<file path="src/rtl/oldland_fetch_pkg.sv">
// rtl/oldland_fetch_pkg.sv - shared encodings for the oldland fetch stage
package oldland_fetch_pkg;

  localparam logic [31:0] NOP_ENC   = 32'h0000_0000;
  localparam logic [31:0] RESET_VEC = 32'h0000_0000;

  typedef enum logic [1:0] {
    ST_IDLE   = 2'd0,
    ST_FETCH  = 2'd1,
    ST_SKID   = 2'd2,
    ST_SQUASH = 2'd3
  } fetch_state_e;

  function automatic logic [31:0] word_align(input logic [31:0] addr);
    return addr & 32'hFFFF_FFFC;
  endfunction

endpackage

</file>
<file path="src/rtl/oldland_fetch_skid.sv">
// rtl/oldland_fetch_skid.sv - one-entry {instr, pc_plus_4} holding buffer
module oldland_fetch_skid
  import oldland_fetch_pkg::*;
(
  input  logic        clk,
  input  logic        rst_n,
  input  logic        load,
  input  logic        unload,
  input  logic        flush,
  input  logic [31:0] in_instr,
  input  logic [31:0] in_pc_plus_4,
  output logic        full,
  output logic [31:0] out_instr,
  output logic [31:0] out_pc_plus_4
);

  logic        full_q, full_d;
  logic [31:0] instr_q, instr_d;
  logic [31:0] pc_plus_4_q, pc_plus_4_d;

  // Flush wins so a redirect can never leak a stale word out of the buffer.
  always_comb begin
    full_d      = full_q;
    instr_d     = instr_q;
    pc_plus_4_d = pc_plus_4_q;
    if (flush) begin
      full_d = 1'b0;
    end else if (load) begin
      full_d      = 1'b1;
      instr_d     = in_instr;
      pc_plus_4_d = in_pc_plus_4;
    end else if (unload) begin
      full_d = 1'b0;
    end
  end

  always_ff @(posedge clk or negedge rst_n) begin
    if (!rst_n) begin
      full_q      <= 1'b0;
      instr_q     <= NOP_ENC;
      pc_plus_4_q <= 32'h0;
    end else begin
      full_q      <= full_d;
      instr_q     <= instr_d;
      pc_plus_4_q <= pc_plus_4_d;
    end
  end

  assign full          = full_q;
  assign out_instr     = instr_q;
  assign out_pc_plus_4 = pc_plus_4_q;

endmodule

</file>
<file path="src/rtl/oldland_fetch.sv">
// rtl/oldland_fetch.sv - instruction fetch stage: PC, imem req/ack, decode outputs
module oldland_fetch
  import oldland_fetch_pkg::*;
#(
  parameter logic [31:0] RESET_VECTOR = RESET_VEC,
  parameter logic [31:0] NOP_INSTR    = NOP_ENC
) (
  input  logic        clk,
  input  logic        rst_n,
  output logic [31:0] i_addr,
  output logic        i_req,
  input  logic        i_ack,
  input  logic [31:0] i_data,
  input  logic        stall,
  input  logic        branch_taken,
  input  logic [31:0] branch_target,
  output logic [31:0] instr,
  output logic [31:0] pc_plus_4,
  output logic        instr_valid
);

  fetch_state_e state_q, state_d;
  logic [31:0]  pc_q, pc_d;
  logic [31:0]  target_q, target_d;
  logic [31:0]  instr_q, instr_d;
  logic [31:0]  pc_plus_4_q, pc_plus_4_d;
  logic         valid_q, valid_d;

  logic         ack;
  logic [31:0]  pc_inc;
  logic [31:0]  branch_addr;
  logic         skid_load, skid_unload, skid_flush, skid_full;
  logic [31:0]  skid_instr, skid_pc_plus_4;

  assign i_req       = (state_q == ST_FETCH) || (state_q == ST_SQUASH);
  assign i_addr      = pc_q;
  // An ack only counts against a live request; late acks after reset are dropped.
  assign ack         = i_ack && i_req;
  assign pc_inc      = pc_q + 32'd4;
  assign branch_addr = word_align(branch_target);

  oldland_fetch_skid u_skid (
    .clk           (clk),
    .rst_n         (rst_n),
    .load          (skid_load),
    .unload        (skid_unload),
    .flush         (skid_flush),
    .in_instr      (i_data),
    .in_pc_plus_4  (pc_inc),
    .full          (skid_full),
    .out_instr     (skid_instr),
    .out_pc_plus_4 (skid_pc_plus_4)
  );

  always_comb begin
    state_d     = state_q;
    pc_d        = pc_q;
    target_d    = target_q;
    instr_d     = instr_q;
    pc_plus_4_d = pc_plus_4_q;
    valid_d     = valid_q;
    skid_load   = 1'b0;
    skid_unload = 1'b0;
    skid_flush  = 1'b0;

    if (branch_taken) begin
      instr_d    = NOP_INSTR;
      valid_d    = 1'b0;
      skid_flush = 1'b1;
      // A read still in flight must complete before the new address can be issued.
      if (i_req && !ack) begin
        target_d = branch_addr;
        state_d  = ST_SQUASH;
      end else begin
        pc_d    = branch_addr;
        state_d = ST_FETCH;
      end
    end else begin
      if (!stall) begin
        instr_d = NOP_INSTR;
        valid_d = 1'b0;
      end
      unique case (state_q)
        ST_IDLE: state_d = ST_FETCH;
        ST_FETCH: begin
          if (ack) begin
            pc_d = pc_inc;
            if (stall) begin
              skid_load = 1'b1;
              state_d   = ST_SKID;
            end else begin
              instr_d     = i_data;
              pc_plus_4_d = pc_inc;
              valid_d     = 1'b1;
            end
          end
        end
        ST_SKID: begin
          if (!stall) begin
            skid_unload = 1'b1;
            state_d     = ST_FETCH;
            if (skid_full) begin
              instr_d     = skid_instr;
              pc_plus_4_d = skid_pc_plus_4;
              valid_d     = 1'b1;
            end
          end
        end
        ST_SQUASH: begin
          if (ack) begin
            pc_d    = target_q;
            state_d = ST_FETCH;
          end
        end
        default: state_d = ST_IDLE;
      endcase
    end
  end

  always_ff @(posedge clk or negedge rst_n) begin
    if (!rst_n) begin
      state_q     <= ST_IDLE;
      pc_q        <= RESET_VECTOR;
      target_q    <= RESET_VECTOR;
      instr_q     <= NOP_INSTR;
      pc_plus_4_q <= 32'h0;
      valid_q     <= 1'b0;
    end else begin
      state_q     <= state_d;
      pc_q        <= pc_d;
      target_q    <= target_d;
      instr_q     <= instr_d;
      pc_plus_4_q <= pc_plus_4_d;
      valid_q     <= valid_d;
    end
  end

  assign instr       = instr_q;
  assign pc_plus_4   = pc_plus_4_q;
  assign instr_valid = valid_q;

endmodule

</file>
<file path="config.mk">
export PLATFORM = sky130hd
export DESIGN_NAME = oldland_fetch
export DESIGN_NICKNAME = d
export VERILOG_FILES = /design/src/rtl/oldland_fetch_pkg.sv /design/src/rtl/oldland_fetch_skid.sv /design/src/rtl/oldland_fetch.sv
export SDC_FILE = /design/constraint.sdc
export NUM_CORES = 1
export LEC_CHECK = 0
export ABC_AREA = 1
export CAP_MARGIN = 20
export CORE_MARGIN = 1.5
export CORE_UTILIZATION = 49
export DETAILED_ROUTE_END_ITERATION = 16
export GPL_TIMING_DRIVEN = 0
export PLACE_DENSITY = 0.77
export SETUP_SLACK_MARGIN = 0.02
export SYNTH_ARGS = -nofsm -noshare
export SYNTH_HDL_FRONTEND = slang
export SYNTH_SLANG_ARGS = --single-unit
</file>
<file path="constraint.sdc">
create_clock -name clk -period 1.7 [get_ports clk]
set_input_delay 0.17 -clock clk [delete_from_list [all_inputs] [get_ports clk]]
set_output_delay 0.17 -clock clk [all_outputs]
set_load 0.01 [all_outputs]
</file>
==> results of run 1 <==
==> power by group <==
group	switching [mW]	internal, mW
logic	8.31	6.47
clock network	1.78	2.49
registers	1.98	6.55
total	12.1	15.5
==> registers in the layout, summed over array words and instances, names as in the netlist <==
name / cells
i_addr: 30
instr: 32
instr_valid: 1
pc_plus_4: 30
state_q: 2
target_q: 30
u_skid.full: 1
u_skid.out_instr: 32
u_skid.out_pc_plus_4: 30
==> final cells by class <==
class	count	share of cell area (%)
multi-input cells	949	36.20
flip-flops and latches	188	31.97
repair buffers	246	17.75
plain buffers	81	4.633
clock buffers	24	3.317
inverters	105	2.954
well taps	265	2.236
clock inverters	8	0.8861
repair inverters	1	0.05908
==> cells in the final DEF (no fill, tap or decap), types with 19 or more instances in the layout <==
master	synthesis	layout
sky130_fd_sc_hd__nand2_1	474	378
sky130_fd_sc_hd__dfrtp_1	188	160
sky130_fd_sc_hd__clkdlybuf4s50_1	0	154
sky130_fd_sc_hd__inv_1	93	91
sky130_fd_sc_hd__a21oi_1	117	87
sky130_fd_sc_hd__o21ai_1	79	84
sky130_fd_sc_hd__nand2_2	6	71
sky130_fd_sc_hd__buf_4	5	56
sky130_fd_sc_hd__nor2_1	53	42
sky130_fd_sc_hd__nand3_1	46	41
sky130_fd_sc_hd__a22oi_1	34	34
sky130_fd_sc_hd__clkbuf_16	0	32
sky130_fd_sc_hd__o21ai_0	69	31
sky130_fd_sc_hd__o21ai_2	0	31
sky130_fd_sc_hd__a21oi_2	2	30
sky130_fd_sc_hd__nand2_4	1	30
sky130_fd_sc_hd__dfrtp_2	0	28
sky130_fd_sc_hd__buf_6	0	22
sky130_fd_sc_hd__buf_8	0	21
sky130_fd_sc_hd__clkbuf_2	1	19
==> through the flow <==
stage	hold WS (ps)	instances	worst slack, ps
floorplan	-125.6	1325	35.42
global placement	453.8	1750	-7365
detailed placement	181.0	1751	-327.2
CTS	284.9	1813	-53.01
global route	302.3	1867	-301.0
finish	288.8	1867	-348.2
==> routing by layer <==
layer / global-route usage (%) / wire [um]
met4: 10.97 / 1362
met3: 5.157 / 3747
met1: 42.64 / 14300
met2: 43.98 / 17220
met5: 0 / 0
==> worst max path at each step <==
| stage | slack [ps] | cells after the start | end | from |
|---|---|---|---|---|
| floorplan | 40 | 9 | instr[10]$_DFF_PN0_ | state_q[0]$_DFFE_PN0P_ |
| global placement | -7360 | 1 | target_q[18]$_DFFE_PN0P_ | rst_n |
| detailed placement | -330 | 10 | i_addr[3]$_DFFE_PN0P_ | state_q[1]$_DFFE_PN0P_ |
| CTS | -50 | 11 | pc_plus_4[26]$_DFFE_PN0P_ | state_q[1]$_DFFE_PN0P_ |
| global route | -300 | 11 | state_q[1]$_DFFE_PN0P_ | state_q[1]$_DFFE_PN0P_ |
| finish | -350 | 11 | state_q[1]$_DFFE_PN0P_ | state_q[1]$_DFFE_PN0P_ |
==> logic make-up after synthesis <==
| kind of cell | after synthesis |
|---|---|
| simple gates | 607 |
| compound gates | 321 |
| buf+inv | 188 |
| flops | 188 |
| xor+xnor | 13 |
| fa+ha+maj | 4 |
| other cells | 1 |
==> what timing repair did <==
action                                 4_1_cts  5_1_grt
setup endpoints to repair                  197      198
gates cloned                                 2       18
gates resized for setup                    142      343
endpoints found under the hold margin       82        0
pin swaps                                   25       42
hold buffers                                 1        0
setup buffers                               29       39
==> summary.md, run 1 <==
| Metric | Value |
|---|---|
| Status | complete, but fails checks |
| Violated checks | setup timing |
| Area growth, synth to finish | 49.57% |
| Count of max-cap constraint violations | 0 |
| Deepest clock path buffer count | 2 |
| Fillers | 1291 |
| Average cell area after synthesis | 7.498 um2 |
| Worst setup path category | reg -> reg |
| Fin Setup TNS | -18730 ps |
| Number of global-route vias before repair | 9475 |
| Clock Sinks | 188 |
| Endpoints failing hold | 0 |
| Leading post-synthesis cells by instance count | sky130_fd_sc_hd__nand2_1, sky130_fd_sc_hd__dfrtp_1, sky130_fd_sc_hd__a21oi_1 |
| Detailed placer's ending HPWL | 21100 um |
| Horiz. Die Dim | 145.2 um |
| Master of the slowest instance on the critical path | sky130_fd_sc_hd__dfrtp_1 |
| TritonCTS buffer count | 17 |
| Pin count of the biggest net entering global routing | 107 |
| Overall routed net length | 36630 um |
| Netlist Area Pre-Place | 9912 um2 |
| CP Cell Sequence | inv_2, buf_4, buf_6, buf_4, buf_4, buf_4, buf_4, buf_4, buf_4, buf_4, o211ai_1 |
| Slew margin rel. | 54.25% |
| Final cell utilization of the core | 75.43% |
| Dominant cells by area after synthesis | sky130_fd_sc_hd__dfrtp_1, sky130_fd_sc_hd__nand2_1, sky130_fd_sc_hd__a21oi_1, sky130_fd_sc_hd__o21ai_1, sky130_fd_sc_hd__inv_1 |
| Placer's final routability congestion estimate | 0.8984 |
| Worst setup margin | -348.2 ps |
| Worst R2R Path Depth | 11 |
| Maximum vdd drop | 958.6 uV |
| Count of H-tree levels built during CTS | 4 |
| Mux cell area share after synthesis | 0% |
| Xor and xnor area share after synthesis | 1.527% |
| Post-synthesis compound-gate area fraction | 17.60% |
| Slowest stage delay, CP | 440 ps |
| Count of buffers from port buffering | 160 |
| Fraction of final layout cells with drive strength greater than 1 | 27.28% |
| Worst Skew | 13.55 ps |
| Initial Util | 50.43% |
| Share of flip-flops with an asynchronous set or reset | 100.0% |
| Violation count after the first detailed-route iteration | 1476 |
| Total congestion overflow after global routing | 0 |
| Wire length of the first global-routing pass | 49740 um |
| Overall via count from detail_route | 11000 |
| Post-Layout Inst Area | 14830 um2 |
| Sequential Area | 4740 um2 |
| Transition time of the tightest slew-check pin | 686.3 ps |
| Endpoint class of the critical path | flip-flop |
| Minimum setup slack among reg-to-reg paths | -350 ps |
| Initial DRT Pass Iterations | 8 |
| Final-report setup violation count | 184 |
| Final routed DRC violation total | 0 |
| Maximum net fanout on the critical path | 3 |
| Total of warnings raised by yosys | 0 |
| Die Outline Area | 21090 um2 |
| Total of flip-flops plus latches after synthesis | 188 |
| Highest attainable clock frequency | 488.2 MHz |
| Ys flop type | sky130_fd_sc_hd__dfrtp_1 |
| TritonCTS clock tree | built |
| Setup repair after global routing missed its margin | true |
| Average via count per standard cell | 5.893 |
| Clock root buffer | sky130_fd_sc_hd__clkbuf_16 |
| Total core area | 19650 um2 |
| Area after detailed placement | 11890 um2 |
| Dominant cell type by area after synthesis | sky130_fd_sc_hd__dfrtp_1 |
| Antenna Violating Nets Remaining | 0 |
| Inserted Diodes | 0 |
| Total power of the final layout | 27.58 mW |
| Buf/Inv on CP | 10 |
| Critical Path Source Type | flip-flop |
| Number of max-slew violations in the final report | 0 |
| Number of rows in the core area | 51 |
| Global router's overall resource usage | 29.39% |
| Number of antenna violations at the first check in global routing | 0 |
| Final period demand of the worst path | 2048 ps |
| RR Endpoint | state_q[1]$_DFFE_PN0P_ |
| Routed wire per std cell | 19.62 um |
| PwrDens | 1860 nW/um2 |
| Multi-input gate area in the final layout | 5366 um2 |
| Later-pin clock latency in the skew report | 440 ps |
| Clk slew on worst S/H paths | 80 ps |
| Number of enable flip-flop cells after synthesis | 0 |
| Most frequently used cell type in the post-synthesis netlist | sky130_fd_sc_hd__nand2_1 |
| Basic-gate share of the synthesized area counting and, or, nand and nor cells | 25.12% |
| Worst path top cell family by delay | buffers and inverters |
| Share of the clock period used by the worst path after layout | 120.5% |
| I/O pin count | 167 |
| Proportion of netlist area held by the largest area contributor | 47.46% |
| Worst reg2reg startpoint | state_q[1]$_DFFE_PN0P_ |
| Signal arrival time at the worst endpoint | 2370 ps |
| Combinational family with the most area after synthesis | simple AND/OR/NAND/NOR gates |
| Arithmetic-cell share of the synthesized area counting full adders, half adders and majority gates | 0.5049% |
| Number of distinct standard cells referenced by the synthesized netlist | 36 |
| Crit path required time | 2020 ps |
| Chip height | 145.2 um |
| Static Leakage | 7.011 nW |
| Cell count after synthesis | 1322 |
| Cell seen most often among critical-path stages | sky130_fd_sc_hd__buf_4 |
| Register area share after synthesis | 47.46% |
| Type of the worst min-delay path | in -> async |
| # nets final | 1662 |
No activity file was read; power rests on OpenSTA's default activity.
==> inputs of run 2 (changes only) <==
--- a/config.mk
+++ b/config.mk
@@ -15,4 +15,5 @@
 export SETUP_SLACK_MARGIN = 0.02
 export SYNTH_ARGS = -nofsm -noshare
 export SYNTH_HDL_FRONTEND = slang
+export SYNTH_HIERARCHICAL = 1
 export SYNTH_SLANG_ARGS = --single-unit
==> run 2 against run 1 <==
Against the previous run: combinational power is essentially flat; clock-buffer cell count shrank 4; setup slack gained 220 ps; die area grew 4.3%; the run still ends with setup timing left; first-iteration DRC count shrank 13%; clock skew shrank 4.5 ps; critical path depth shrank 1.
==> summary.md, run 2 <==
| Metric | Value |
|---|---|
| Antenna Violating Nets Remaining | 0 (unchanged) |
| Share of the clock period used by the worst path after layout | 107.7% (-13 points) |
| Proportion of netlist area held by the largest area contributor | 46.46% (-1.0 points) |
| CP Capture Point | u_skid/out_pc_plus_4[12]$_DFFE_PN0P_ |
| Transition time of the tightest slew-check pin | 699.2 ps (+12.92 ps) |
| Initial Util | 50.46% (about the same) |
| Clk slew on worst S/H paths | 70 ps (about the same) |
| Total of flip-flops plus latches after synthesis | 192 (+2.1%) |
| Placement Setup Slack | -838.1 ps (-510.8 ps) |
| Count of buffers from port buffering | 162 (+1.3%) |
| Slowest stage delay, CP | 460 ps (+20 ps) |
| Master of the slowest instance on the critical path | sky130_fd_sc_hd__dfrtp_2 |
| Critical Path Source Type | flip-flop |
| Horiz. Die Dim | 148.3 um (+2.1%) |
| Total of warnings raised by yosys | 6 (+6) |
| Setup repair after global routing missed its margin | true |
| TritonCTS clock tree | built |
| Number of distinct standard cells referenced by the synthesized netlist | 42 (+17%) |
| Seq pwr share | 31.4% (+0.4 points) |
| Signal arrival time at the worst endpoint | 2160 ps (-210 ps) |
| Most frequent cells in the layout | sky130_fd_sc_hd__nand2_1, sky130_fd_sc_hd__dfrtp_1, sky130_fd_sc_hd__clkdlybuf4s50_1 |
| Deepest clock path buffer count | 2 (unchanged) |
| Clock Power Share | 14.9% (-0.6 points) |
| Launching instance or port of the critical path | state_q[1]$_DFFE_PN0P_ |
| Static Leakage | 6.568 nW (-6.3%) |
| Cell seen most often among critical-path stages | sky130_fd_sc_hd__nand2_1 |
| Buf/Inv on CP | 4 (-6) |
| Clock Sinks | 192 (+2.1%) |
| Highest attainable clock frequency | 546.0 MHz (+12%) |
| Net switching share of the total power | 44.16% (+0.39 points) |
| Final-report setup violation count | 118 (-36%) |
| Detailed placer's ending HPWL | 23120 um (+9.6%) |
| CP Cell Sequence | inv_2, ha_4, clkinv_4, nor2_4, and3_4, nand2_2, buf_6, buf_4, nand2_1, nand2_1 |
| Netlist Area Pre-Place | 10340 um2 (+4.3%) |
| Worst reg2reg startpoint | state_q[1]$_DFFE_PN0P_ |
| Ys flop type | sky130_fd_sc_hd__dfrtp_1 |
| Number of max-slew violations in the final report | 0 (unchanged) |
| Register area share after synthesis | 46.46% (-1.0 points) |
| Endpoint class of the critical path | flip-flop |
| Inserted Diodes | 0 (unchanged) |
| Area growth, synth to finish | 39.33% |
| Violated checks | setup timing |
| Later-pin clock latency in the skew report | 440 ps (about the same) |
| TritonCTS buffer count | 17 (unchanged) |
| Wire length of the first global-routing pass | 52290 um (+5.1%) |
| P_sw | 12.21 mW (+1.1%) |
| Status | complete, but fails checks |
| Final period demand of the worst path | 1831 ps (-216.9 ps) |
| Crit path required time | 2030 ps (about the same) |
| Most frequent standard cell in the layout excluding fill and tap cells | sky130_fd_sc_hd__nand2_1 |
| Slew margin rel. | 53.39% (-0.86 points) |
| RR Endpoint | u_skid/out_pc_plus_4[12]$_DFFE_PN0P_ |
| Count of H-tree levels built during CTS | 4 (unchanged) |
| Worst path depth | 10 (-1) |
| Worst setup path category | reg -> reg |
| Number of rows in the core area | 52 (+2.0%) |
| Maximum vdd drop | 1187 uV (+24%) |
| Number of enable flip-flop cells after synthesis | 0 (unchanged) |
| Global router's overall resource usage | 30.38% (+0.99 points) |
| Number of antenna violations at the first check in global routing | 0 (unchanged) |
| Count of max-cap constraint violations | 0 (unchanged) |
| Most frequently used cell type in the post-synthesis netlist | sky130_fd_sc_hd__nand2_1 |
| # nets final | 1683 (+1.3%) |
| Post-Layout Inst Area | 14410 um2 (-2.8%) |
| Total congestion overflow after global routing | 0 (unchanged) |
| Number of global-route vias before repair | 9905 (+4.5%) |
| Leading post-synthesis cells by instance count | sky130_fd_sc_hd__nand2_1, sky130_fd_sc_hd__a21oi_1, sky130_fd_sc_hd__dfrtp_1 |
| I/O pin count | 167 (unchanged) |
| Minimum setup slack among reg-to-reg paths | -130 ps (+220 ps) |
| Share of flip-flops with an asynchronous set or reset | 100.0% (unchanged) |
| Total power of the final layout | 27.64 mW (+0.24%) |
| Placer's final routability congestion estimate | 0.9016 (+0.36%) |
| Dominant cells by area after synthesis | sky130_fd_sc_hd__dfrtp_1, sky130_fd_sc_hd__nand2_1, sky130_fd_sc_hd__a21oi_1, sky130_fd_sc_hd__nand3_1, sky130_fd_sc_hd__nor3_1 |
| Worst path top cell family by delay | simple AND/OR/NAND/NOR gates |
| Final routed DRC violation total | 0 (unchanged) |
| Dominant cell type by area after synthesis | sky130_fd_sc_hd__dfrtp_1 |
| Worst R2R Path Depth | 10 (-1) |
| Type of the worst min-delay path | in -> async |
| Routed wire per std cell | 18.65 um (-4.9%) |
| Overall routed net length | 35290 um (-3.7%) |
| Overall via count from detail_route | 10890 (-1.0%) |
| PwrDens | 1918 nW/um2 (+3.1%) |
| Area after detailed placement | 12360 um2 (+4.0%) |
| Final cell utilization of the core | 70.31% (-5.1 points) |
| Fraction of final layout cells with drive strength greater than 1 | 22.93% (-4.3 points) |
| Hold slack final | 288.0 ps (-0.8430 ps) |
| Initial DRT Pass Iterations | 6 (-2) |
| Maximum net fanout on the critical path | 10 (+7) |
| Violation count after the first detailed-route iteration | 1287 (-13%) |
| Worst setup margin | -131.3 ps (+216.9 ps) |
| Endpoints failing hold | 0 (unchanged) |
| Total core area | 20490 um2 (+4.3%) |
| Cell count after synthesis | 1386 (+4.8%) |
| Worst Skew | 9.051 ps (-4.497 ps) |
| Gate power share | 53.7% (about the same) |
| Clock root buffer | sky130_fd_sc_hd__clkbuf_16 |
| Internal power component | 15.44 mW (-0.44%) |
| Die Outline Area | 21990 um2 (+4.3%) |
| Chip height | 148.3 um (+2.1%) |
| Average cell area after synthesis | 7.462 um2 (-0.48%) |
| Pin count of the biggest net entering global routing | 112 (+4.7%) |
| Average via count per standard cell | 5.756 (-2.3%) |
==> run 2: cell types whose count changed in the layout (fill, tap and decap cells not counted), moves of 13 or more <==
cell,before,now
sky130_fd_sc_hd__nand2_1,378,450
sky130_fd_sc_hd__nand3_1,41,90
sky130_fd_sc_hd__nor3_2,2,15
sky130_fd_sc_hd__a21oi_2,30,53
sky130_fd_sc_hd__nand2_2,71,29
sky130_fd_sc_hd__o21ai_2,31,3
sky130_fd_sc_hd__o21ai_1,84,6
sky130_fd_sc_hd__a22oi_1,34,3
sky130_fd_sc_hd__buf_8,21,8
sky130_fd_sc_hd__buf_4,56,40
sky130_fd_sc_hd__a21oi_1,87,131
sky130_fd_sc_hd__nand2_4,30,7
sky130_fd_sc_hd__nor3_1,1,48
sky130_fd_sc_hd__inv_1,91,67
==> run 2: power groups by stage <==
stage / Sequential (mW) / Clock [mW] / Combinational (mW)
3_5_place_dp: 8.36 / 0 / 11.4
4_1_cts: 8.32 / 4.11 / 12.3
6_report: 8.68 / 4.11 / 14.9
5_1_grt: 8.88 / 4.30 / 16.0
2_1_floorplan: 8.31 / 0 / 6.59
3_3_place_gp: 8.33 / 0 / 11.1
==> run 2: timing repair <==
| item | 4_1_cts | 5_1_grt |
|---|---|---|
| gates resized for setup | 109 | 240 |
| pin swaps | 15 | 48 |
| hold endpoints to repair | 81 | 0 |
| hold buffers | 1 | 0 |
| setup endpoints to repair | 201 | 202 |
| setup buffers | 14 | 22 |
| gates cloned | 2 | 4 |
==> run 2: worst reg2reg max path, cell delays in order, from the launching register on <==
cell and delay, ps:
sky130_fd_sc_hd__dfrtp_2 460, sky130_fd_sc_hd__inv_2 90, sky130_fd_sc_hd__ha_4 170, sky130_fd_sc_hd__clkinv_4 100
sky130_fd_sc_hd__nor2_4 110, sky130_fd_sc_hd__and3_4 200, sky130_fd_sc_hd__nand2_2 70, sky130_fd_sc_hd__buf_6 160
sky130_fd_sc_hd__buf_4 190, sky130_fd_sc_hd__nand2_1 110, sky130_fd_sc_hd__nand2_1 80
==> run 2: metrics by stage <==
| step | TNS, ps | cells |
|---|---|---|
| after detailed placement | -89770 | 1822 |
| after global routing | -13260 | 1892 |
| after floorplan | -1.230 | 1389 |
| after CTS | -2779 | 1869 |
| final | -3276 | 1892 |
| after global placement | -1571680 | 1821 |
==> run 2: routing by layer <==
| layer | wire length [um] | GRT usage (%) | share of wire [%] | vias up |
|---|---|---|---|---|
| met5 | 0 | 0 | 0 | - |
| met4 | 1043 | 10.54 | 3.0 | 0 |
| met3 | 3555 | 4.509 | 10 | 100 |
| met2 | 16190 | 45.02 | 46 | 672 |
| met1 | 14500 | 45.44 | 41 | 5178 |
| li1 | - | - | - | 4940 |
==> run 2: worst min-delay path by stage <==
stage / slack, ps / startpoint / end
after floorplan: -130 / rst_n / i_addr[10]$_DFFE_PN0P_
after global placement: 450 / u_skid/out_instr[18]$_DFFE_PN0P_ / u_skid/out_instr[18]$_DFFE_PN0P_
after detailed placement: 190 / rst_n / target_q[21]$_DFFE_PN0P_
after CTS: 300 / branch_target[28] / target_q[28]$_DFFE_PN0P_
after global routing: 310 / branch_target[25] / target_q[25]$_DFFE_PN0P_
final: 290 / rst_n / i_addr[21]$_DFFE_PN0P_
==> run 2: cell type report <==
type / instances / area, um2
Multi-Input combinational cell: 1030 / 5524
Clock inverter: 11 / 131.4
Buffer: 87 / 724.4
Timing Repair Buffer: 206 / 2088
Fill cell: 1587 / 6085
Sequential cell: 192 / 4837
Inverter: 76 / 310.3
Tap cell: 270 / 337.8
Clock buffer: 20 / 456.7
==> run 2: logic make-up (layout without fill, tap and decap cells) <==
group / Yosys count / in the layout / share of synthesized area (%)
and+or+nand+nor: 745 / 745 / 30.38
xor gates and xnor gates: 10 / 10 / 1.137
buffers and inverters: 167 / 400 / 7.730
DFF: 192 / 192 / 46.46
AOI/OAI and AO/OA: 259 / 259 / 12.91
adders and majority gates: 4 / 4 / 0.4839
other: 1 / 4 / 0.03626
muxes: 8 / 8 / 0.8711
